`src/rtl/c_wf_alloc_iter_ctrl.sv`:
```
// Multi-pass sequencer for a combinational wavefront allocator: masks granted rows/cols per pass
// and accumulates one conflict-free matching. Optional grant check: C_WF_ALLOC_ITER_CTRL_CHECK_EN.
module c_wf_alloc_iter_ctrl #(
    parameter int num_ports = 8,
    parameter int num_iters = 2
) (
    input  logic                           clk,
    input  logic                           reset,
    input  logic                           active,
    input  logic                           start,
    input  logic [num_ports*num_ports-1:0] req,
    output logic                           busy,
    output logic [num_ports*num_ports-1:0] alloc_req,
    input  logic [num_ports*num_ports-1:0] alloc_gnt,
    output logic                           alloc_update,
    output logic                           gnt_valid,
    output logic [num_ports*num_ports-1:0] gnt,
    input  logic                           ack,
    output logic                           err
);

    localparam int NN = num_ports * num_ports;
    localparam int IW = (num_iters > 1) ? $clog2(num_iters) : 1;
    localparam logic [IW-1:0] LAST_ITER = IW'(num_iters - 1);

    typedef enum logic [1:0] {
        IDLE,
        RUN,
        DONE
    } state_t;

    state_t         state_q, state_d;
    logic [NN-1:0]  req_q;
    logic [NN-1:0]  gnt_q;
    logic [IW-1:0]  iter_q;

    logic [num_ports-1:0] row_g;
    logic [num_ports-1:0] col_g;
    logic [NN-1:0]        masked_req;
    logic [NN-1:0]        new_gnt;
    logic [NN-1:0]        new_acc;
    logic                 conflict;
    logic                 run_last;

    always_comb begin
        row_g = '0;
        col_g = '0;
        for (int unsigned r = 0; r < num_ports; r++) begin
            for (int unsigned c = 0; c < num_ports; c++) begin
                if (gnt_q[r*num_ports+c]) begin
                    row_g[r] = 1'b1;
                    col_g[c] = 1'b1;
                end
            end
        end
    end

    always_comb begin
        masked_req = '0;
        for (int unsigned r = 0; r < num_ports; r++) begin
            for (int unsigned c = 0; c < num_ports; c++) begin
                masked_req[r*num_ports+c] = req_q[r*num_ports+c] & ~row_g[r] & ~col_g[c];
            end
        end
    end

    assign alloc_req = (state_q == RUN) ? masked_req : '0;
    // Only bits we actually asked for are accepted; stray allocator grants drop out here.
    assign new_gnt   = alloc_gnt & alloc_req;

`ifdef C_WF_ALLOC_ITER_CTRL_CHECK_EN
    logic [num_ports-1:0] row_seen;
    logic [num_ports-1:0] col_seen;
    logic                 err_q;

    always_comb begin
        row_seen = '0;
        col_seen = '0;
        conflict = 1'b0;
        for (int unsigned r = 0; r < num_ports; r++) begin
            for (int unsigned c = 0; c < num_ports; c++) begin
                if (new_gnt[r*num_ports+c]) begin
                    if (row_seen[r] | col_seen[c]) conflict = 1'b1;
                    row_seen[r] = 1'b1;
                    col_seen[c] = 1'b1;
                end
            end
        end
    end

    assign err = err_q;
`else
    assign conflict = 1'b0;
    assign err      = 1'b0;
`endif

    assign new_acc  = conflict ? '0 : new_gnt;
    assign run_last = (iter_q == LAST_ITER) || (new_acc == '0);

    always_comb begin
        state_d = state_q;
        case (state_q)
            IDLE:    if (start) state_d = RUN;
            RUN:     if (run_last) state_d = DONE;
            DONE:    if (ack) state_d = IDLE;
            default: state_d = IDLE;
        endcase
    end

    assign busy         = (state_q != IDLE);
    assign gnt_valid    = (state_q == DONE);
    assign gnt          = gnt_valid ? gnt_q : '0;
    assign alloc_update = active && (state_q == RUN) && run_last && ((gnt_q | new_acc) != '0);

    always_ff @(posedge clk) begin
        if (reset) begin
            state_q <= IDLE;
            req_q   <= '0;
            gnt_q   <= '0;
            iter_q  <= '0;
        end else if (active) begin
            state_q <= state_d;
            case (state_q)
                IDLE: begin
                    if (start) begin
                        req_q  <= req;
                        gnt_q  <= '0;
                        iter_q <= '0;
                    end
                end
                RUN: begin
                    gnt_q  <= gnt_q | new_acc;
                    iter_q <= iter_q + IW'(1);
                end
                default: ;
            endcase
        end
    end

`ifdef C_WF_ALLOC_ITER_CTRL_CHECK_EN
    always_ff @(posedge clk) begin
        if (reset) begin
            err_q <= 1'b0;
        end else if (active && (state_q == RUN) && conflict) begin
            err_q <= 1'b1;
        end
    end
`endif

endmodule

```
`config.mk`:
```
export PLATFORM = sky130hd
export DESIGN_NAME = c_wf_alloc_iter_ctrl
export DESIGN_NICKNAME = d
export VERILOG_FILES = /design/src/rtl/c_wf_alloc_iter_ctrl.sv
export SDC_FILE = /design/constraint.sdc
export NUM_CORES = 1
export LEC_CHECK = 0
export ABC_AREA = 1
export BUFFER_PORTS_ARGS = -buffer_cell sky130_fd_sc_hd__buf_2
export CAP_MARGIN = 20
export CORE_ASPECT_RATIO = 1.75
export CORE_MARGIN = 5
export CORE_UTILIZATION = 30
export CTS_BUF_LIST = sky130_fd_sc_hd__clkbuf_8
export CTS_CLUSTER_SIZE = 16
export DETAILED_ROUTE_END_ITERATION = 16
export SETUP_SLACK_MARGIN = 0.4
export SYNTH_ARGS = -nofsm -noshare
export SYNTH_HDL_FRONTEND = slang
export SYNTH_SLANG_ARGS = --single-unit
```
`constraint.sdc`:
```
create_clock -name clk -period 6.2 [get_ports clk]
set_clock_uncertainty 0.05 [all_clocks]
set_input_delay 1.55 -clock clk [delete_from_list [all_inputs] [get_ports clk]]
set_output_delay 1.55 -clock clk [all_outputs]
set_load 0.05 [all_outputs]
```
==> results.tsv, run 1 <==
stage	metric	value	unit
status	outcome	finished, final reports clean	
grt	vias in the first global route	8672	
min_path	hold_sp	req_q[45]	
drt	Vias/cell	5.144	
worst_setup_path	delay-heaviest family, CP	simple AND/OR/NAND/NOR gates	
timing	Worst-Margin Slew	1015	ps
place	I/O Buffers	263	
finish	commonest non-fill, non-tap cell in the layout	nor2_1	
worst_setup_path	CP arrival	3540	ps
pwr	total power	2.543	mW
synth	synth top area cells	dfxtp_1 (36%), nor2_1 (15%), inv_1 (8.5%)	
grt	GRT Util Overall	25.29	%
clock_tree	CTS Sinks	131	
grt	first-pass GRT wire length	52.25	mm
grt	GR Util met1	29.55	%
worst_setup_path	slowest CP cell	nand2_4	
pwr	Max VDD drop	0.0001449	V
synth	syn avg cell area	6.303	sq um
place	DP Wirelength	27.91	mm
synth	Synth Cell Area	7236	sq um
die	I/O pin cnt	265	
flow_run	Max Cap Viol	0	
synth	syn nets	1281	
clock_tree	Clock Pin Slew Worst Setup and Hold Paths	80	ps
place	placed instance area	8702	sq um
synth	Syn Inst Count	1148	
clock_tree	worst skew pair latency	450	ps
clock_tree	Gates resized, CTS repair	0	
die	std cell rows	75	
finish	area grow syn2layout	26.80	%
finish	final instance area	9175	sq um
place	Placer Congestion	0.9271	
worst_setup_path	critical path type	reg -> out	
clock_tree	H-tree levels	4	
drt	antenna viol nets, final	0	
die	Die Wd	127.4	um
die	Initial Utilization	30.24	%
drt	drt pass-1 iters	8	
synth	warnings from Yosys	0	
timing	final setup fails	0	
synth	Yosys cell types	29	
clock_tree	post-CTS setup buffer count	0	
synth	Yosys reg bits	131	
worst_setup_path	reg2reg start	state_q[1]	
clock_tree	TritonCTS clock tree	done	
pwr	power per cell area	277.2	nW/um^2
finish	most frequent cells in the layout	nor2_1 (289), buf_2 (263), inv_1 (163)	
grt	antenna violations before repair	5	
clock_tree	Clock Path Buffers	2	
timing	max frequency	194.7	MHz
clock_tree	Inserted Clock Buffers	17	
finish	fin nets	1510	
worst_setup_path	Worst setup SP type	flip-flop	
worst_setup_path	Critical Path End Type	output pin	
drt	total wire length	35.85	mm
synth	Seq/Total Area, Yosys	36.24	%
pwr	P_leak	4.412	nW
drt	vias	8750	
clock_tree	root buffer cell	clkbuf_8	
timing	part of the cycle the worst path needs	82.85	%
timing	final count of hold timing violations	0	
timing	Relative slew margins	32.29	%
worst_setup_path	Worst EP required	4600	ps
min_path	Worst Hold Class	reg -> reg	
die	core area	23930	sq um
synth	largest area contributor in the netlist	dfxtp_1	
finish	fraction of layout cells with a size suffix above 1	24.12	%
worst_setup_path	critical path peak fanout	97	
drt	DRT iter0 DRCs	714	
drt	drt drc	0	
worst_setup_path	Critical Path Start	state_q[1]	
grt	met2 usage	43.28	%
timing	total negative setup slack	0	ps
die	DIE AREA	27450	sq um
worst_setup_path	peak per-stage delay on the critical path	730	ps
timing	max-slew violations	0	
grt	GRT Residual Overflow	0	
grt	largest net degree at the start of global routing	122	
worst_setup_path	Cell Chain, Critical Path	inv_2 > nand2_4 > nor2_1 > nand4_1 > nand2_1 > nor2_1 > nand2_1 > nor2_1 > nand2_1 > o21ai_1 > nand2_1 > nor2_1 > and2_1 > buf_2	
die	chip height	215.4	um
clock_tree	CTS hold repair buffers	0	
worst_setup_path	worst path bufs/invs	2	
drt	WL per Instance	21.08	um
timing	worst hold margin	406.4	ps
synth	Synth top area share	36.24	%
timing	RSZ-0062 raised after global routing	no	
grt	M3 GR Usage	3.488	%
grt	Most Crowded Layer GR	met2	
timing	min Tclk post-route	5137	ps
[layout make-up]
cell class / instances / area [sq um]
tap: 308 / 385.4
antenna: 4 / 10.01
sequential: 131 / 2623
fill: 2750 / 14750
multi-input combinational: 787 / 3689
timing repair buffer: 271 / 1396
clock inverter: 11 / 160.2
clock buffer: 20 / 275.3
inverter: 169 / 636.9
[metal layers]
layer  wire, um  part of all wire [%]
met4       2227                   6.2
met5          0                     0
met2      17950                    50
met1      13620                    38
met3       2055                   5.7
[path summary, 6_finish.rpt]
check	depth (start not counted)	end	slack (ps)
max	14	alloc_update	1060
min	2	req_q[45]	410
max reg2reg	13	state_q[0]	3300
min reg2reg	2	req_q[45]	410
[state kept, by name (all words and copies together) (netlist names)]
| register | count |
|---|---|
| gnt_q | 64 |
| req_q | 64 |
| state_q | 2 |
| iter_q | 1 |
[worst reg2reg max path, stage by stage (launching register included)]
cell	delay [ps]
dfxtp_1	350
inv_2	70
nand2_4	730
nor2_1	290
nand4_1	220
nand2_1	70
nor2_1	340
nand2_1	90
nor2_1	90
nand2_1	60
o21ai_1	160
nand2_1	110
nand2_1	80
a21oi_2	50
[power breakdown]
group	leakage [nW]	internal, mW	switching (mW)	total [mW]
Clock	0.219	0.464	0.368	0.833
Sequential	1.07	0.927	0.0250	0.952
Combinational	3.12	0.186	0.572	0.758
Total	4.41	1.58	0.965	2.54
[cell usage after synthesis]
| library cell | instances |
|---|---|
| conb_1 | 1 |
| and2_1 | 1 |
| nand4_1 | 64 |
| buf_6 | 4 |
| nand2_2 | 2 |
| buf_1 | 12 |
| a21oi_1 | 121 |
| nor2_1 | 289 |
| buf_4 | 5 |
| buf_2 | 10 |
| inv_1 | 163 |
| nand3_1 | 28 |
| nor3_2 | 1 |
| a211oi_1 | 8 |
| nor2_4 | 7 |
| inv_2 | 5 |
| nand2_4 | 1 |
| nor2_2 | 15 |
| nand3_2 | 1 |
| nor3_1 | 14 |
| a21oi_2 | 1 |
| nand2_1 | 111 |
| o21ai_0 | 68 |
| nor4_1 | 47 |
| o21ai_1 | 2 |
| dfxtp_1 | 131 |
| and3_1 | 5 |
| clkbuf_1 | 30 |
| clkinv_1 | 1 |
[cell families (layout without fill, tap and decap cells)]
kind of cell	Yosys count	after routing	share of synthesized area, %
other cells	1	5	0.05183
compound gates	200	200	14.16
flops	131	131	36.24
simple gates	586	586	36.76
buf+inv	230	471	12.78
[per-stage QoR]
| step | cells | util, % | worst slack (ps) |
|---|---|---|---|
| floorplan | 1148 | - | 1904 |
| global placement | 1665 | 36.37 | 1388 |
| detailed placement | 1665 | 36.37 | 1439 |
| CTS | 1696 | 38.19 | 1077 |
| global route | 1701 | 38.34 | 799.0 |
| finish | 1701 | 38.34 | 1063 |
No activity file was read; power rests on OpenSTA's default activity.
==> run 2: changes to the inputs <==
clock period = 4.81 ns   (was 6.2 ns; I/O delays follow)
==> run 2 against run 1 <==
Net effect: final cell count rose by 0.65%; sequential share of layout area is 0.22 points lower; first-iteration DRC count grew 0.98%; design area grew 0.82%; via count is 0.40% higher; global-route usage up 0.41 points; combinational power is 33% higher; register-to-register slack worse by 1100 ps; clock power up 21%; power rose by 28%; setup slack worse by 550 ps; largest cell class unchanged.
==> results.tsv, run 2 (synthesized netlist as in run 1, its figures left out) <==
stage	metric	value	unit	change
status	outcome	finished, final reports clean		
finish	Top Registers	gnt_q (64), req_q (64), state_q (2)		
die	chip height	215.4	um	unchanged
worst_setup_path	reg2reg path depth	7		-6
pwr	power per cell area	351.7	nW/um^2	+27%
grt	GRT Util Overall	25.70	%	+0.41 points
worst_setup_path	Critical Path Start	gnt_q[29]		
clock_tree	Clock Path Buffers	2		unchanged
timing	min Tclk post-route	4299	ps	
place	I/O Buffers	263		unchanged
worst_setup_path	worst path bufs/invs	2		unchanged
clock_tree	post-CTS setup buffer count	0		unchanged
finish	fin util	38.66	%	+0.31 points
clock_tree	root buffer cell	clkbuf_8		
worst_setup_path	critical path type	reg -> out		
timing	final setup fails	0		unchanged
clock_tree	worst skew pair latency	470	ps	+20 ps
timing	max frequency	232.6	MHz	
worst_setup_path	reg2reg start	state_q[0]		
worst_setup_path	critical path peak fanout	8		-92%
worst_setup_path	Cell Chain, Critical Path	nor2_1 > nand3_1 > nor2_4 > inv_2 > nor2_2 > nand2_2 > nand2_1 > nor2_1 > nand2_1 > nor2_1 > nand2_1 > o21ai_1 > nand2_1 > nor2_1 > and2_1 > clkbuf_4		
timing	Worst-Margin Slew	932.2	ps	-82.40 ps
worst_setup_path	Worst EP required	3560	ps	-1040 ps
finish	fin nets	1519		+0.60%
min_path	hold_sp	req_q[29]		
grt	vias in the first global route	8727		+0.63%
worst_setup_path	CP arrival	3050	ps	-490 ps
timing	max-slew violations	0		unchanged
grt	first-pass GRT wire length	52.85	mm	+1.1%
clock_tree	H-tree levels	4		unchanged
min_path	hold-critical path endpoint	req_q[29]		
die	core area	23930	sq um	unchanged
timing	RSZ-0062 raised after global routing	no		
pwr	Max VDD drop	0.0002507	V	+73%
worst_setup_path	R2R setup slack	2200	ps	-1100 ps
grt	largest net degree at the start of global routing	96		-21%
drt	drt drc	0		unchanged
min_path	worst hold stages	2		unchanged
timing	total negative setup slack	0	ps	unchanged
worst_setup_path	slowest CP cell	dfxtp_1		
die	I/O pin cnt	265		unchanged
grt	antenna violations before repair	5		unchanged
drt	vias	8785		+0.40%
drt	total wire length	36.49	mm	+1.8%
die	std cell rows	75		unchanged
clock_tree	Clock Pin Slew Worst Setup and Hold Paths	80	ps	about the same
drt	WL per Instance	21.32	um	+1.1%
place	DP Wirelength	28.54	mm	+2.3%
clock_tree	TritonCTS clock tree	done		
worst_setup_path	delay-heaviest family, CP	simple AND/OR/NAND/NOR gates		
grt	GRT Residual Overflow	0		unchanged
worst_setup_path	Worst setup SP type	flip-flop		
drt	antenna viol nets, final	0		unchanged
worst_setup_path	cell count along the critical path	16		+2
timing	part of the cycle the worst path needs	89.37	%	
drt	DRT iter0 DRCs	721		+0.98%
drt	Vias/cell	5.131		-0.25%
die	Initial Utilization	30.24	%	unchanged
pwr	P_leak	4.435	nW	+0.52%
die	Die Wd	127.4	um	unchanged
clock_tree	CTS Sinks	131		unchanged
worst_setup_path	worst r2r dst	gnt_q[61]		
place	Placer Congestion	0.9583		+3.4%
finish	most frequent cells in the layout	nor2_1 (287), buf_2 (262), inv_1 (161)		
timing	final count of hold timing violations	0		unchanged
flow_run	Max Cap Viol	0		unchanged
worst_setup_path	peak per-stage delay on the critical path	340	ps	-390 ps
min_path	Worst Hold Class	reg -> reg		
finish	fillers	2729		-0.76%
finish	area grow syn2layout	27.84	%	
worst_setup_path	Critical Path End Type	output pin		
clock_tree	Inserted Clock Buffers	17		unchanged
die	DIE AREA	27450	sq um	unchanged
timing	Relative slew margins	37.85	%	+5.6 points
finish	commonest non-fill, non-tap cell in the layout	nor2_1		
drt	drt pass-1 iters	5		-3
finish	fraction of layout cells with a size suffix above 1	25.02	%	+0.90 points
## run 2: changes by cell type in the layout (fill, tap and decap cells not counted), sizes merged
cell	previous run	this run
diode	4	5
buf	271	278
inv	170	169
bufinv	4	3
clkbuf	20	19
nand2	114	115
clkinvlp	3	5
clkinv	3	6
## run 2: repair_timing
action	CTS	global route
resized for setup	1	5
hold endpoints to repair	0	0
pin swaps	0	0
cloned	0	1
endpoints found under the setup margin	1	1
hold buffers	0	0
## run 2: per-layer routing
| layer | global-route usage [%] | vias up | part of all wire, % |
|---|---|---|---|
| li1 | - | 4218 | - |
| met1 | 30.13 | 4057 | 38 |
| met2 | 44.11 | 416 | 50 |
| met3 | 3.464 | 94 | 5.6 |
| met4 | 15.07 | 0 | 6.1 |
| met5 | 0 | - | 0 |
## run 2: area by class of cell
cell class | instances | area [sq um] | share of cell area (%)
multi-input cells | 788 | 3719 | 40.20
flip-flops and latches | 131 | 2624 | 28.36
clock buffers | 18 | 247.7 | 2.678
well taps | 308 | 385.4 | 4.166
repair buffers | 279 | 1464 | 15.83
diodes | 5 | 12.51 | 0.1353
inverters | 169 | 636.9 | 6.885
clock inverters | 14 | 161.4 | 1.745
## run 2: worst max path at each step
stage                          to  slack [ps]
detailed placement   alloc_update         730
finish               alloc_update         510
global route         alloc_update         410
global placement     alloc_update         720
CTS                  alloc_update         470
floorplan           alloc_req[52]        1110
## run 2: per-stage QoR
| stage | total power [mW] | area, sq um | std cells | setup slack (ps) | hold WS (ps) |
|---|---|---|---|---|---|
| finish | 3.253 | 9250 | 1712 | 511.4 | 404.8 |
| CTS | 3.241 | 9213 | 1706 | 474.8 | 403.7 |
| global placement | 2.228 | 8795 | 1674 | 724.1 | 390.0 |
| floorplan | 1.943 | 7236 | 1148 | 1113 | 380.0 |
| detailed placement | 2.236 | 8795 | 1674 | 730.4 | 392.1 |
| global route | 3.395 | 9248 | 1711 | 412.8 | 425.2 |
## run 2: tightest hold or removal path: cells and delay by family (launching register included)
kind / cells / cell delay, ps
compound gates: 1 / 50
buf+inv: 1 / 60
flops: 1 / 300
## run 2: where the power goes
part / switching [mW] / internal [mW] / leakage, nW
combinational: 0.751 / 0.258 / 3.17
sequential: 0.0346 / 1.20 / 1.07
clock: 0.493 / 0.522 / 0.197
total: 1.28 / 1.97 / 4.43
==> run 3: changes to the inputs <==
CORE_UTILIZATION = 52   (was 30)
PLACE_DENSITY = 0.83   (was not set)
==> run 3 against run 2 <==
Net effect: sequential share of layout area up 0.82 points; first-iteration DRC count is 13% higher; via count increased by 1.8%; core utilization increased by 27 points; sequential cell count is the same; register-to-register slack improved by 150 ps; sequential power about the same; routed wire length is 16% lower; critical path type unchanged; largest power group unchanged.
==> results.tsv, run 3 (synthesized netlist as in run 1, its figures left out) <==
stage	metric	value	unit	change
status	outcome	finished, final reports clean		
timing	final setup fails	0		unchanged
clock_tree	Clock Path Buffers	2		unchanged
drt	WL per Instance	19.57	um	-8.2%
finish	Reg area	2623	sq um	about the same
worst_setup_path	CP endpoint	alloc_update		
place	DP Wirelength	23.72	mm	-17%
place	placed instance area	8586	sq um	-2.4%
worst_setup_path	slowest CP cell	nor2_4		
worst_setup_path	worst r2r dst	state_q[0]		
pwr	Max VDD drop	0.0003337	V	+33%
worst_setup_path	most frequent CP cell	nand2_1		
drt	drt pass-1 iters	6		+1
die	Initial Utilization	52.57	%	+22 points
die	chip height	166.1	um	-23%
clock_tree	CTS Sinks	131		unchanged
grt	GRT Util Overall	36.39	%	+11 points
worst_setup_path	Critical Path End Type	output pin		
worst_setup_path	R2R setup slack	2350	ps	+150 ps
die	std cell rows	57		-24%
place	Placer Congestion	0.9931		+3.6%
finish	Top Registers	gnt_q (64), req_q (64), state_q (2)		
drt	Vias/cell	5.692		+11%
clock_tree	Gates resized, CTS repair	0		-1
finish	fillers	1350		-51%
clock_tree	post-CTS setup buffer count	0		unchanged
grt	first-pass GRT wire length	46.63	mm	-12%
worst_setup_path	delay-heaviest family, CP	simple AND/OR/NAND/NOR gates		
worst_setup_path	critical path type	reg -> out		
drt	max layer used	met4		
timing	max-slew violations	0		unchanged
min_path	Worst Hold Class	reg -> reg		
finish	fraction of layout cells with a size suffix above 1	24.50	%	-0.52 points
pwr	P_leak	4.392	nW	-0.96%
clock_tree	TritonCTS clock tree	done		
timing	final count of hold timing violations	0		unchanged
timing	Worst-Margin Slew	691.5	ps	-240.7 ps
place	Post-Place Setup Slack	802.8	ps	+72.44 ps
worst_setup_path	reg2reg start	gnt_q[58]		
worst_setup_path	Cell Chain, Critical Path	inv_1 > nand3_1 > nor2_4 > nand4_1 > nand2_1 > nor2_1 > nand2_1 > nor2_1 > nand2_1 > o21ai_1 > nand2_1 > nor2_1 > and2_1 > buf_2		
worst_setup_path	reg2reg path depth	13		+6
timing	min Tclk post-route	4279	ps	-19.39 ps
finish	fin cells	1571		-8.2%
worst_setup_path	critical path peak fanout	16		+8
worst_setup_path	worst path bufs/invs	2		unchanged
die	Die Wd	99.17	um	-22%
clock_tree	root buffer cell	clkbuf_8		
pwr	power per cell area	344.4	nW/um^2	-2.1%
clock_tree	CTS hold repair buffers	0		unchanged
drt	DRT iter0 DRCs	812		+13%
finish	area grow syn2layout	24.21	%	
place	placed cells	1537		-8.2%
timing	total negative setup slack	0	ps	unchanged
pwr	total power	3.096	mW	-4.8%
die	DIE AREA	16470	sq um	-40%
clock_tree	worst skew pair latency	450	ps	-20 ps
worst_setup_path	Worst setup SP type	flip-flop		
timing	max frequency	233.7	MHz	+0.45%
clock_tree	Clock Pin Slew Worst Setup and Hold Paths	80	ps	about the same
drt	total wire length	30.75	mm	-16%
worst_setup_path	cell count along the critical path	14		-2
finish	most frequent cells in the layout	nor2_1 (287), buf_2 (263), inv_1 (162)		
grt	vias in the first global route	8587		-1.6%
drt	DR WL met3	3.051	mm	+48%
flow_run	Max Cap Viol	0		unchanged
finish	final instance area	8987	sq um	-2.8%
drt	vias	8942		+1.8%
clock_tree	H-tree levels	4		unchanged
worst_setup_path	CP arrival	3030	ps	-20 ps
timing	RSZ-0062 raised after global routing	no		
worst_setup_path	peak per-stage delay on the critical path	530	ps	+190 ps
place	I/O Buffers	263		unchanged
drt	WL met2	14.68	mm	-20%
worst_setup_path	Critical Path Start	gnt_q[58]		
worst_setup_path	Worst EP required	3560	ps	about the same
drt	drt drc	0		unchanged
timing	Relative slew margins	53.85	%	+16 points
finish	fin nets	1512		-0.46%
drt	wl on met1	10.72	mm	-23%
die	I/O pin cnt	265		unchanged
finish	commonest non-fill, non-tap cell in the layout	nor2_1		
die	core area	13760	sq um	-42%
grt	largest net degree at the start of global routing	71		-26%
grt	GRT Residual Overflow	0		unchanged
finish	multi-input logic area	3707	sq um	-0.30%
timing	fin worst setup slack	530.8	ps	+19.39 ps
grt	antenna violations before repair	2		-3
drt	antenna viol nets, final	0		unchanged
clock_tree	Inserted Clock Buffers	17		unchanged
timing	part of the cycle the worst path needs	88.96	%	-0.40 points
## run 3: changes by cell type in the layout (fill, tap and decap cells not counted)
cell        delta
dfxtp_1        +1
bufinv_16      -2
diode_2        -3
buf_4          -6
clkbuf_4       -1
inv_1          +1
dfxtp_2        -1
clkinv_2       -4
clkinv_4       +4
inv_6          +2
clkinvlp_4     -1
buf_2          +1
nand2_4        -1
## run 3: worst register-to-register path, delay by kind of cell, from the launching register on
kind / cells / cell delay [ps]
buffers and inverters: 1 / 200
AO/OA/AOI/OAI: 2 / 180
flip-flops: 1 / 310
AND/OR/NAND/NOR: 10 / 1650
## run 3: layout make-up
cell class / instances / share of cell area [%]
multi-input combinational: 787 / 41.25
inverter: 169 / 7.086
antenna: 2 / 0.05569
tap: 177 / 2.464
sequential: 131 / 29.18
timing repair buffer: 273 / 15.76
clock buffer: 18 / 2.757
clock inverter: 14 / 1.448
## run 3: how the worst min path moves through the flow
stage                     cells after the start  slack [ps]   endpoint       from
after floorplan                               2         380  req_q[10]  req_q[10]
after detailed placement                      2         390  req_q[38]  req_q[38]
final                                         2         410  req_q[23]  req_q[23]
after CTS                                     2         400  req_q[38]  req_q[38]
after global routing                          2         420  req_q[10]  req_q[10]
after global placement                        2         390  req_q[29]  req_q[29]
## run 3: power by group
group | total [mW] | leakage, nW | internal [mW] | switching, mW
logic | 0.970 | 3.14 | 0.249 | 0.720
clock network | 0.898 | 0.183 | 0.426 | 0.472
registers | 1.23 | 1.07 | 1.19 | 0.0335
total | 3.10 | 4.39 | 1.87 | 1.23
## run 3: metrics by stage
step | utilization [%] | hold WS (ps)
final | 65.29 | 409.6
after global routing | 65.29 | 422.4
after CTS | 65.12 | 404.8
after detailed placement | 62.38 | 393.6
after global placement | 62.38 | 389.5
after floorplan | - | 380.0
## run 3: layer usage
layer | global-route usage [%] | vias to the layer above
met2 | 58.84 | 616
met4 | 24.38 | 0
li1 | - | 4197
met3 | 7.020 | 140
met5 | 0 | -
met1 | 43.03 | 3989
